### config.mk
export PLATFORM = sky130hd
export DESIGN_NAME = chan_mux_scanner
export DESIGN_NICKNAME = d
export VERILOG_FILES = /design/src/rtl/chan_mux_pkg.sv /design/src/rtl/btn_debounce.sv /design/src/rtl/chan_mux_scanner.sv
export SDC_FILE = /design/constraint.sdc
export NUM_CORES = 1
export LEC_CHECK = 0
export CAP_MARGIN = 20
export CORE_ASPECT_RATIO = 0.75
export CORE_MARGIN = 4
export CORE_UTILIZATION = 32
export DETAILED_ROUTE_END_ITERATION = 16
export PLACE_DENSITY_LB_ADDON = 0.08
export SETUP_SLACK_MARGIN = 0.02
export SYNTH_ARGS = -nofsm -noshare
export SYNTH_HDL_FRONTEND = slang
export SYNTH_SLANG_ARGS = --single-unit
### constraint.sdc
create_clock -name CLOCK_50 -period 2.6 [get_ports CLOCK_50]
set_input_delay 0.78 -clock CLOCK_50 [delete_from_list [all_inputs] [get_ports CLOCK_50]]
set_output_delay 0.78 -clock CLOCK_50 [all_outputs]
set_load 0.05 [all_outputs]
### src/rtl/chan_mux_pkg.sv
// chan_mux_pkg: shared constants and helpers for the channel mux/scanner.
//   - Default parameter values for 50 MHz board timing.
//   - Width helpers for the select index and the debounce/scan counters.
//   - Wrap-around increment/decrement rules for the channel index.
package chan_mux_pkg;

    localparam int unsigned DEF_WIDTH           = 4;
    localparam int unsigned DEF_CHANNELS        = 2;
    localparam int unsigned DEF_DEBOUNCE_CYCLES = 500_000;     // 10 ms at 50 MHz
    localparam int unsigned DEF_SCAN_DIV        = 50_000_000;  // 1 s at 50 MHz

    // Bits needed to index 0..channels-1 (at least 1).
    function automatic int unsigned sel_width(input int unsigned channels);
        return (channels > 1) ? $clog2(channels) : 1;
    endfunction

    // Bits needed for a counter that runs 0..modulus-1 (at least 1).
    function automatic int unsigned cnt_width(input int unsigned modulus);
        return (modulus > 1) ? $clog2(modulus) : 1;
    endfunction

    // Next channel going up, wrapping channels-1 -> 0.
    function automatic int unsigned wrap_inc(input int unsigned cur,
                                             input int unsigned channels);
        return (cur >= channels - 1) ? 0 : cur + 1;
    endfunction

    // Next channel going down, wrapping 0 -> channels-1.
    function automatic int unsigned wrap_dec(input int unsigned cur,
                                             input int unsigned channels);
        return (cur == 0) ? channels - 1 : cur - 1;
    endfunction

endpackage

### src/rtl/btn_debounce.sv
// btn_debounce: 2-FF synchroniser, stability counter and press detector for
// one raw, bouncy, active-high button.
//   clk     in   system clock
//   rst     in   asynchronous active-high reset
//   btn     in   raw button level
//   rise_c  out  combinational one-cycle pulse in the cycle the debounced
//                level is about to go 0 -> 1 (release produces nothing)
// The debounced level flips once the synchronised input has disagreed with it
// for DEBOUNCE_CYCLES consecutive cycles; any agreeing cycle restarts the count.
module btn_debounce
    import chan_mux_pkg::*;
#(
    parameter int unsigned DEBOUNCE_CYCLES = DEF_DEBOUNCE_CYCLES
) (
    input  logic clk,
    input  logic rst,
    input  logic btn,
    output logic rise_c
);

    localparam int unsigned          CNT_W    = cnt_width(DEBOUNCE_CYCLES);
    localparam logic [CNT_W-1:0]     CNT_LAST = CNT_W'(DEBOUNCE_CYCLES - 1);

    logic [1:0]       sync_q;
    logic             level_q;
    logic             level_d;
    logic [CNT_W-1:0] cnt_q;
    logic [CNT_W-1:0] cnt_d;
    logic             differ;
    logic             flip;

    // Two-stage synchroniser for the asynchronous button.
    always_ff @(posedge clk or posedge rst) begin
        if (rst) begin
            sync_q <= 2'b00;
        end else begin
            sync_q <= {sync_q[0], btn};
        end
    end

    assign differ = (sync_q[1] != level_q);
    // cnt_q holds the number of disagreeing cycles already seen, so the
    // current disagreeing cycle is the last one needed when cnt_q == N-1.
    assign flip   = differ && (cnt_q == CNT_LAST);

    // Stability counter and level update.
    always_comb begin
        cnt_d   = '0;
        level_d = level_q;
        if (differ) begin
            if (flip) begin
                level_d = ~level_q;
            end else begin
                cnt_d = cnt_q + 1'b1;
            end
        end
    end

    always_ff @(posedge clk or posedge rst) begin
        if (rst) begin
            level_q <= 1'b0;
            cnt_q   <= '0;
        end else begin
            level_q <= level_d;
            cnt_q   <= cnt_d;
        end
    end

    // Press only: level is low and about to flip high.
    assign rise_c = flip & ~level_q;

endmodule

### src/rtl/chan_mux_scanner.sv
// chan_mux_scanner: N-channel, WIDTH-bit selector with manual stepping from a
// debounced button or automatic scanning at a fixed rate.
// Optional feature macro: CHAN_MUX_DIR_EN (adds step_dir; 1 = step downwards).
//   CLOCK_50     in   system clock
//   reset        in   asynchronous active-high reset
//   ch_data      in   CHANNELS*WIDTH, channel i at [i*WIDTH +: WIDTH]
//   step         in   raw step button (bouncy, asynchronous)
//   scan_en      in   raw mode switch: 1 = scan, 0 = manual
//   step_dir     in   raw direction switch (only with CHAN_MUX_DIR_EN)
//   sel          out  current channel index (registered)
//   data_out     out  registered ch_data[sel], one cycle behind sel/ch_data
//   sel_changed  out  one-cycle pulse in the cycle sel shows a new value
module chan_mux_scanner
    import chan_mux_pkg::*;
#(
    parameter  int unsigned WIDTH           = DEF_WIDTH,
    parameter  int unsigned CHANNELS        = DEF_CHANNELS,
    parameter  int unsigned DEBOUNCE_CYCLES = DEF_DEBOUNCE_CYCLES,
    parameter  int unsigned SCAN_DIV        = DEF_SCAN_DIV,
    localparam int unsigned SEL_W           = sel_width(CHANNELS)
) (
    input  logic                      CLOCK_50,
    input  logic                      reset,
    input  logic [CHANNELS*WIDTH-1:0] ch_data,
    input  logic                      step,
    input  logic                      scan_en,
`ifdef CHAN_MUX_DIR_EN
    input  logic                      step_dir,
`endif
    output logic [SEL_W-1:0]          sel,
    output logic [WIDTH-1:0]          data_out,
    output logic                      sel_changed
);

    localparam int unsigned      SCAN_W    = cnt_width(SCAN_DIV);
    localparam logic [SCAN_W-1:0] SCAN_LAST = SCAN_W'(SCAN_DIV - 1);

    logic              step_pulse_c;
    logic [1:0]        scan_sync_q;
    logic              scan_on;
    logic              dir_down;
    logic [SCAN_W-1:0] scan_cnt_q;
    logic [SCAN_W-1:0] scan_cnt_d;
    logic              advance;
    logic [SEL_W-1:0]  sel_d;
    logic [WIDTH-1:0]  chan [CHANNELS];

    // Debounced press detector for the step button.
    btn_debounce #(
        .DEBOUNCE_CYCLES (DEBOUNCE_CYCLES)
    ) u_step_db (
        .clk    (CLOCK_50),
        .rst    (reset),
        .btn    (step),
        .rise_c (step_pulse_c)
    );

    // Mode switch synchroniser.
    always_ff @(posedge CLOCK_50 or posedge reset) begin
        if (reset) begin
            scan_sync_q <= 2'b00;
        end else begin
            scan_sync_q <= {scan_sync_q[0], scan_en};
        end
    end

    assign scan_on = scan_sync_q[1];

`ifdef CHAN_MUX_DIR_EN
    logic [1:0] dir_sync_q;

    // Direction switch synchroniser.
    always_ff @(posedge CLOCK_50 or posedge reset) begin
        if (reset) begin
            dir_sync_q <= 2'b00;
        end else begin
            dir_sync_q <= {dir_sync_q[0], step_dir};
        end
    end

    assign dir_down = dir_sync_q[1];
`else
    assign dir_down = 1'b0;
`endif

    // Advance source: scan terminal count in scan mode, debounced press in
    // manual mode. The scan counter sits at zero outside scan mode so every
    // scan period starts from a full SCAN_DIV.
    always_comb begin
        scan_cnt_d = '0;
        advance    = 1'b0;
        if (scan_on) begin
            if (scan_cnt_q == SCAN_LAST) begin
                advance = 1'b1;
            end else begin
                scan_cnt_d = scan_cnt_q + 1'b1;
            end
        end else begin
            advance = step_pulse_c;
        end
    end

    // Next channel index with wrap in the selected direction.
    always_comb begin
        sel_d = sel;
        if (advance) begin
            if (dir_down) begin
                sel_d = SEL_W'(wrap_dec(32'(sel), CHANNELS));
            end else begin
                sel_d = SEL_W'(wrap_inc(32'(sel), CHANNELS));
            end
        end
    end

    // Unpack the flat channel bus so sel indexes whole channels.
    for (genvar i = 0; i < CHANNELS; i++) begin : g_chan
        assign chan[i] = ch_data[i*WIDTH +: WIDTH];
    end

    // Select, change flag, scan counter and output registers.
    always_ff @(posedge CLOCK_50 or posedge reset) begin
        if (reset) begin
            sel         <= '0;
            sel_changed <= 1'b0;
            scan_cnt_q  <= '0;
            data_out    <= '0;
        end else begin
            sel         <= sel_d;
            sel_changed <= advance;
            scan_cnt_q  <= scan_cnt_d;
            data_out    <= chan[sel];
        end
    end

endmodule
==> results of run 1 <==
power by group:
group	leakage (nW)	internal [mW]	switching, mW	total (mW)
logic	0.449	0.0392	0.0561	0.0954
registers	0.759	0.884	0.00922	0.893
clock network	0.0766	0.381	0.311	0.692
cells in the final DEF (no fill, tap or decap), drive strengths merged:
| cell type | n |
|---|---|
| o41ai | 1 |
| nor3b | 1 |
| or3 | 10 |
| buf | 7 |
| nand2 | 14 |
| xnor2 | 6 |
| mux2 | 5 |
| clkbuf | 6 |
| and3 | 7 |
| nor2b | 1 |
| nor4b | 1 |
| dfrtp | 56 |
| a21oi | 19 |
| and4 | 7 |
| ha | 2 |
| nand4 | 16 |
| or4 | 10 |
| nor2 | 27 |
| or4bb | 1 |
| a32o | 1 |
| o21ai | 10 |
| inv | 6 |
| nor3 | 2 |
| a21o | 2 |
| nand3 | 21 |
| or4b | 2 |
| xor2 | 18 |
| o31ai | 8 |
| nor4 | 4 |
| clkinv | 2 |
| a32oi | 1 |
| clkdlybuf4s50 | 17 |
| and2 | 2 |
metrics by stage:
stage / instances / total power, mW / area, um^2 / utilization / worst slack (ps)
after global routing: 398 / 1.76 / 3200 / 0.395 / 172
after global placement: 390 / 1.01 / 3050 / 0.376 / 533
after floorplan: 272 / 0.964 / 2740 / - / 449
after detailed placement: 390 / 1.01 / 3050 / 0.376 / 526
after CTS: 398 / 1.71 / 3200 / 0.395 / 198
final: 398 / 1.68 / 3200 / 0.395 / 208
per-layer routing:
| layer | vias to the layer above | global-route usage | share of wire |
|---|---|---|---|
| li1 | 1042 | - | - |
| met1 | 1025 | 0.214 | 0.58 |
| met2 | 40 | 0.173 | 0.37 |
| met3 | 4 | 0.0338 | 0.048 |
| met4 | 0 | 0.0288 | 0.0061 |
| met5 | - | 0 | 0 |
cells by family after synthesis:
family,share of synthesized area
multiplexers,0.0206
flip-flops,0.512
adder cells (fa/ha/maj),0.00914
XOR/XNOR,0.0767
buffers and inverters,0.0297
AO/OA/AOI/OAI,0.0905
AND/OR/NAND/NOR,0.262
worst min-delay path by stage:
stage	endpoint	slack (ps)	cells after the start
after floorplan	scan_sync_q[1]	330	0
after global placement	u_step_db.sync_q[1]	340	0
after detailed placement	u_step_db.sync_q[1]	340	0
after CTS	u_step_db.sync_q[1]	360	0
after global routing	u_step_db.sync_q[1]	370	0
final	u_step_db.sync_q[1]	350	0
registers in the layout (all words and copies together) (netlist names):
register / flops
sel_changed: 1
scan_cnt_q: 26
u_step_db.cnt_q: 19
sel: 1
u_step_db.level_q: 1
u_step_db.sync_q: 2
data_out: 4
scan_sync_q: 2
area by class of cell:
cell class / instances / area share
Inverter: 6 / 0.00705
Sequential cell: 56 / 0.439
Clock inverter: 2 / 0.00313
Multi-Input combinational cell: 199 / 0.393
Clock buffer: 6 / 0.0435
Timing Repair Buffer: 24 / 0.0736
Tap cell: 105 / 0.0411
==> results.cfg, run 1 <==
[run_status]
status = complete, no violations

[clock_network]
h-tree-depth = 2
cts_setup_buffers = 0
cts_hold_repair.buffers = 0
clkTransAtPathRegs_ps = 70
clockBufferDepth = 2
clock-sinks = 56
cts_buffers = 5
root_buffer = clkbuf_16
ctsResizeCount = 0
clk_latency_ps = 290
cts_tree = built

[critical_path]
cp_cell_sequence = clkdlybuf4s50_1
regToRegEndpoint = scan_cnt_q[25]
path_depth = 1
end_kind = output port
r2r_start = scan_cnt_q[13]
critPathLaunchType = flip-flop
required_ps = 1820
cp-startpoint = sel
critPathTopFamily = buffers and inverters
endpoint = sel
crit_buf_inv = 1
path_class = reg -> out
cp_slowest_cell = clkdlybuf4s50_1
critPathArrivalTime_ps = 1610
reg2reg_depth = 4
path_max_fanout = 6
reg2reg_slack_ps = 590
critPathMaxStageDelay_ps = 850

[floorplan]
rows = 28
die_area_um2 = 10100
die_y_um = 88.1
ios = 18
fp.dieW_um = 115
initial_core_util = 0.338
coreArea_um2 = 8090

[sta]
report.final.slew_viol_count = 0
hold_viol = 0
whs_ps = 353
final.min_clock_period_ps = 2390
skew_ps = 5.08
fin_setup_tns_ps = 0
finalSetupViolCount = 0
fmax_ghz = 0.418
fin_crit_sh = 0.920
worst_pin_slew_ps = 528
rsz0062_at_grt = no
relSlewSlack = 0.647

[synth]
yosys.area.top_type = dfrtp_1
netlist_area_um2 = 2740
synthTopCellsByCount = dfrtp_1, nor2_1, nand3_1
synth_top_cell_area_share = 0.512
synth_edf_count = 0
synthArstFlopShare = 1.00
synthDistinctLibCells = 36
seq_area_frac_synth = 0.512
yosysMostFrequentCell = dfrtp_1
synth-seq-cells = 56
synth_ff_type = dfrtp_1
synth.avg_cell_area_um2 = 10.1
synth_cells = 272
synth_area_leaders = dfrtp_1, xor2_1, nand3_1
synthesis.nets = 286
yosys_warnings = 0

[global_routing]
overflow = 0
grt_pass1_wl_um = 10600
track_usage = 0.132
antenna_found_initial = 0
grt_pass1_vias = 2033
grt_max_degree = 32

[final_layout]
layout.nets = 306
antenna_cells = 0
drive_above_1_share = 0.0853
multi_input_area_um2 = 1260
regArea_um2 = 1400
fillers = 774
syn2layout_area_growth_pct = 16.7

[detailed_routing]
firstDrtPassIters = 4
vias = 2111
first_iter_violations = 148
totalWireLength_um = 6090
antenna_left = 0
wl_per_cell_um = 15.3
drc = 0
vias_per_cell = 5.30

[power_and_ir_drop]
ir_worst_vdd_v = 0.000315
power_leakage_nw = 1.28
power_density_nw_per_um2 = 526

[min_path]
min_from = u_step_db.sync_q[0]
hp-class = reg -> reg

[flow_run]
maxCapViolations = 0

[placement]
dp_hpwl_um = 4300
place_congestion = 0.732
portBuffers = 17
No activity file was read; power rests on OpenSTA's default activity.
==> inputs of run 2 (changes only) <==
Settings changed: CORE_ASPECT_RATIO 0.75 to not set.
==> results.cfg, run 2 (synthesis results as in run 1) <==
[clock_network]
clkTransAtPathRegs_ps = 100
root_buffer = clkbuf_8
cts_tree = built
clock-sinks = 56
cts_setup_buffers = 0
cts_hold_repair.buffers = 0
cts_buffers = 5
clk_latency_ps = 320
clockBufferDepth = 2
ctsResizeCount = 0
h-tree-depth = 2

[sta]
finalSetupViolCount = 0
rsz0062_at_grt = no
fmax_ghz = 0.410
relSlewSlack = 0.633
skew_ps = 13.9
report.final.slew_viol_count = 0
fin_ws_ps = 161
final.min_clock_period_ps = 2440
worst_pin_slew_ps = 546
fin_crit_sh = 0.938
fin_setup_tns_ps = 0
hold_viol = 0

[final_layout]
drive_above_1_share = 0.0692
final_cell_mix = dfrtp_1, nor2_1, nand3_1, a21oi_1, xor2_1
antenna_cells = 0
final_cells = 394
syn2layout_area_growth_pct = 13.6
fillers = 851
layout.nets = 302
largest_reg_flops = 26
largestRegisters = scan_cnt_q (26), u_step_db.cnt_q (19), data_out (4)
final_util = 0.377
final_common_cell = dfrtp_1
regMostFlops = scan_cnt_q

[detailed_routing]
vias = 2066
vias_per_cell = 5.24
drc = 0
totalWireLength_um = 5780
wl_met1_um = 3040
dr_wl_met2_um = 2380
firstDrtPassIters = 4
wl_met3_um = 263
highest_layer = met4
first_iter_violations = 73
antenna_left = 0
wl_per_cell_um = 14.7

[floorplan]
rows = 33
initial_core_util = 0.332
coreArea_um2 = 8260
ios = 18
die_y_um = 101
fp.dieW_um = 101
die_area_um2 = 10100

[min_path]
hp-class = reg -> reg
min_from = u_step_db.sync_q[0]

[placement]
place_congestion = 0.716
dp_hpwl_um = 3960
portBuffers = 17
dp_worst_setup_slack_ps = 510
placedCellCount = 386

[critical_path]
r2r_start = scan_cnt_q[13]
path_class = reg -> out
cp-startpoint = sel
critPathArrivalTime_ps = 1660
crit_buf_inv = 1
critPathLaunchType = flip-flop
required_ps = 1820
cp_slowest_cell = clkdlybuf4s50_1
path_max_fanout = 6
end_kind = output port
critPathTopFamily = buffers and inverters
cp_cell_sequence = clkdlybuf4s50_1
critPathMaxStageDelay_ps = 850

[global_routing]
antenna_found_initial = 0
grt_max_degree = 44
track_usage = 0.125
grt_pass1_wl_um = 10000
grt_pass1_vias = 1993
overflow = 0

[power_and_ir_drop]
netSwitchingFraction = 0.241
power_leakage_nw = 1.23
power_density_nw_per_um2 = 482
clockPowerShare = 0.343
combPwrFrac = 0.061
internal_power_mw = 1.14
ir_worst_vdd_v = 0.000173
seq_power_share = 0.595
p_switching_mw = 0.362

[run_status]
status = complete, no violations

[flow_run]
maxCapViolations = 0
==> run 2: changes by cell type in the layout (fill, tap and decap cells not counted), sizes merged <==
cell	before	now
buf	7	3
clkinv	2	0
clkbuf	6	7
clkinvlp	0	1
==> run 2: final cells by class <==
| class | instances | area (um^2) | share of cell area |
|---|---|---|---|
| inverter | 6 | 22.5 | 0.00724 |
| timing repair buffer | 20 | 205 | 0.0660 |
| sequential | 56 | 1400 | 0.451 |
| clock inverter | 1 | 7.51 | 0.00241 |
| clock buffer | 7 | 86.3 | 0.0278 |
| tap | 105 | 131 | 0.0422 |
| multi-input combinational | 199 | 1260 | 0.404 |
==> run 2: through the flow <==
step	area, um^2	hold slack [ps]	power [mW]
after global placement	3020	332	1.01
after global routing	3110	363	1.57
after CTS	3110	359	1.53
after detailed placement	3020	335	1.01
final	3110	357	1.50
after floorplan	2740	331	0.964
==> run 2: worst paths after layout <==
path	endpoint	slack, ps	depth (start not counted)
setup / recovery	sel	160	1
hold / removal	u_step_db.sync_q[1]	360	0
setup reg to reg	scan_cnt_q[25]	590	4
hold reg to reg	u_step_db.sync_q[1]	360	0
max in group asynchronous	scan_cnt_q[12]	1310	3
min in group asynchronous	u_step_db.cnt_q[6]	740	2
==> run 2: metal layers <==
metal	GRT usage	vias to the layer above
met4	0.0435	0
met3	0.0277	7
met2	0.181	40
met5	0	-
met1	0.184	994
li1	-	1025
==> run 2: worst register-to-register path: cells and delay by family (launching register included) <==
family,cells,cell delay [ps]
compound gates,1,170
flops,1,440
simple gates,3,1340
==> run 2: power by group through the flow <==
| stage | Clock (mW) | Sequential (mW) | Combinational [mW] |
|---|---|---|---|
| 6_report | 0.515 | 0.893 | 0.0917 |
| 5_1_grt | 0.576 | 0.895 | 0.104 |
| 4_1_cts | 0.543 | 0.893 | 0.0951 |
| 3_5_place_dp | 0 | 0.910 | 0.0950 |
| 3_3_place_gp | 0 | 0.910 | 0.0956 |
| 2_1_floorplan | 0 | 0.920 | 0.0438 |
==> inputs of run 3 (changes only) <==
Settings changed: PLACE_DENSITY set to 0.44, PLACE_DENSITY_LB_ADDON 0.08 to not set.
==> results.cfg, run 3 (synthesis results as in run 1) <==
[critical_path]
critPathMaxStageDelay_ps = 850
cp_cell_sequence = clkdlybuf4s50_1
reg2reg_depth = 5
cp-startpoint = sel
r2r_start = scan_cnt_q[0]
critPathTopFamily = buffers and inverters
cp_slowest_cell = clkdlybuf4s50_1
path_depth = 1
regToRegEndpoint = scan_cnt_q[24]
reg2reg_slack_ps = 510
path_class = reg -> out
end_kind = output port
critPathLaunchType = flip-flop
path_max_fanout = 6
required_ps = 1820
crit_buf_inv = 1
critPathArrivalTime_ps = 1630
endpoint = sel

[global_routing]
track_usage = 0.124
grt_max_degree = 57
grt_pass1_wl_um = 10100
overflow = 0
antenna_found_initial = 0
grt_pass1_vias = 1988

[detailed_routing]
totalWireLength_um = 5860
first_iter_violations = 96
wl_met3_um = 225
vias = 2079
highest_layer = met4
firstDrtPassIters = 4
dr_wl_met2_um = 2420
wl_per_cell_um = 14.8
wl_met1_um = 3160
vias_per_cell = 5.26
drc = 0
antenna_left = 0

[sta]
report.final.slew_viol_count = 0
fin_setup_tns_ps = 0
finalSetupViolCount = 0
whs_ps = 358
fmax_ghz = 0.415
fin_ws_ps = 191
rsz0062_at_grt = no
hold_viol = 0
fin_crit_sh = 0.926
final.min_clock_period_ps = 2410
skew_ps = 3.54
worst_pin_slew_ps = 583
relSlewSlack = 0.606

[power_and_ir_drop]
power_leakage_nw = 1.25
power_density_nw_per_um2 = 495
ir_worst_vdd_v = 0.000203

[floorplan]
die_y_um = 101
initial_core_util = 0.332
die_area_um2 = 10100
ios = 18
rows = 33
coreArea_um2 = 8260
fp.dieW_um = 101

[run_status]
status = complete, no violations

[final_layout]
syn2layout_area_growth_pct = 14.3
design_area_um2 = 3130
largest_reg_flops = 26
layout.nets = 303
regMostFlops = scan_cnt_q
final_common_cell = dfrtp_1
final_cell_mix = dfrtp_1, nor2_1, nand3_1, a21oi_1, xor2_1
drive_above_1_share = 0.0724
largestRegisters = scan_cnt_q (26), u_step_db.cnt_q (19), data_out (4)
antenna_cells = 0

[clock_network]
clockBufferDepth = 2
clkTransAtPathRegs_ps = 100
ctsResizeCount = 0
h-tree-depth = 2
root_buffer = clkbuf_8
clock-sinks = 56
cts_hold_repair.buffers = 0
clk_latency_ps = 300
cts_tree = built
cts_buffers = 5
cts_setup_buffers = 0

[placement]
place_congestion = 0.739
portBuffers = 17
dp_hpwl_um = 4110
postPlaceCellArea_um2 = 3020
dp_worst_setup_slack_ps = 512

[min_path]
hp-class = reg -> reg

[flow_run]
maxCapViolations = 0
-- run 3: changes by cell type in the layout (fill, tap and decap cells not counted) --
cell	change
buf_4	+1
bufinv_16	+1
clkinvlp_4	-1
clkinv_2	+1
clkbuf_8	-1
-- run 3: routing by layer --
metal	vias to the layer above	GRT usage
met3	4	0.0242
li1	1037	-
met2	27	0.180
met1	1011	0.188
met4	0	0.0311
met5	-	0
-- run 3: area by class of cell --
cell class              instances  area (um^2)
clock buffers                   6         72.6
clock inverters                 2         35.0
fillers                       873         5130
inverters                       6         22.5
multi-input cells             199         1260
flip-flops and latches         56         1400
well taps                     105          131
repair buffers                 21          213
-- run 3: where the power goes --
group | leakage (nW) | internal [mW] | switching [mW] | total [mW]
Sequential | 0.759 | 0.884 | 0.00905 | 0.893
Clock | 0.0552 | 0.287 | 0.277 | 0.564
Combinational | 0.433 | 0.0376 | 0.0551 | 0.0928
-- run 3: how the worst min path moves through the flow --
stage                        start                   to  slack, ps  cells after the start
5_1_grt             scan_sync_q[0]       scan_sync_q[1]        380                      0
3_5_place_dp   u_step_db.sync_q[0]  u_step_db.sync_q[1]        340                      0
2_1_floorplan       scan_sync_q[0]       scan_sync_q[1]        330                      0
4_1_cts             scan_sync_q[0]       scan_sync_q[1]        370                      0
3_3_place_gp        scan_sync_q[0]       scan_sync_q[1]        330                      0
6_report       u_step_db.sync_q[0]  u_step_db.sync_q[1]        360                      0
-- run 3: stage by stage --
step | util | power [mW] | instances
2_1_floorplan | - | 0.964 | 272
3_3_place_gp | 0.366 | 1.01 | 387
3_5_place_dp | 0.366 | 1.01 | 387
4_1_cts | 0.379 | 1.59 | 395
5_1_grt | 0.379 | 1.64 | 395
6_report | 0.379 | 1.55 | 395
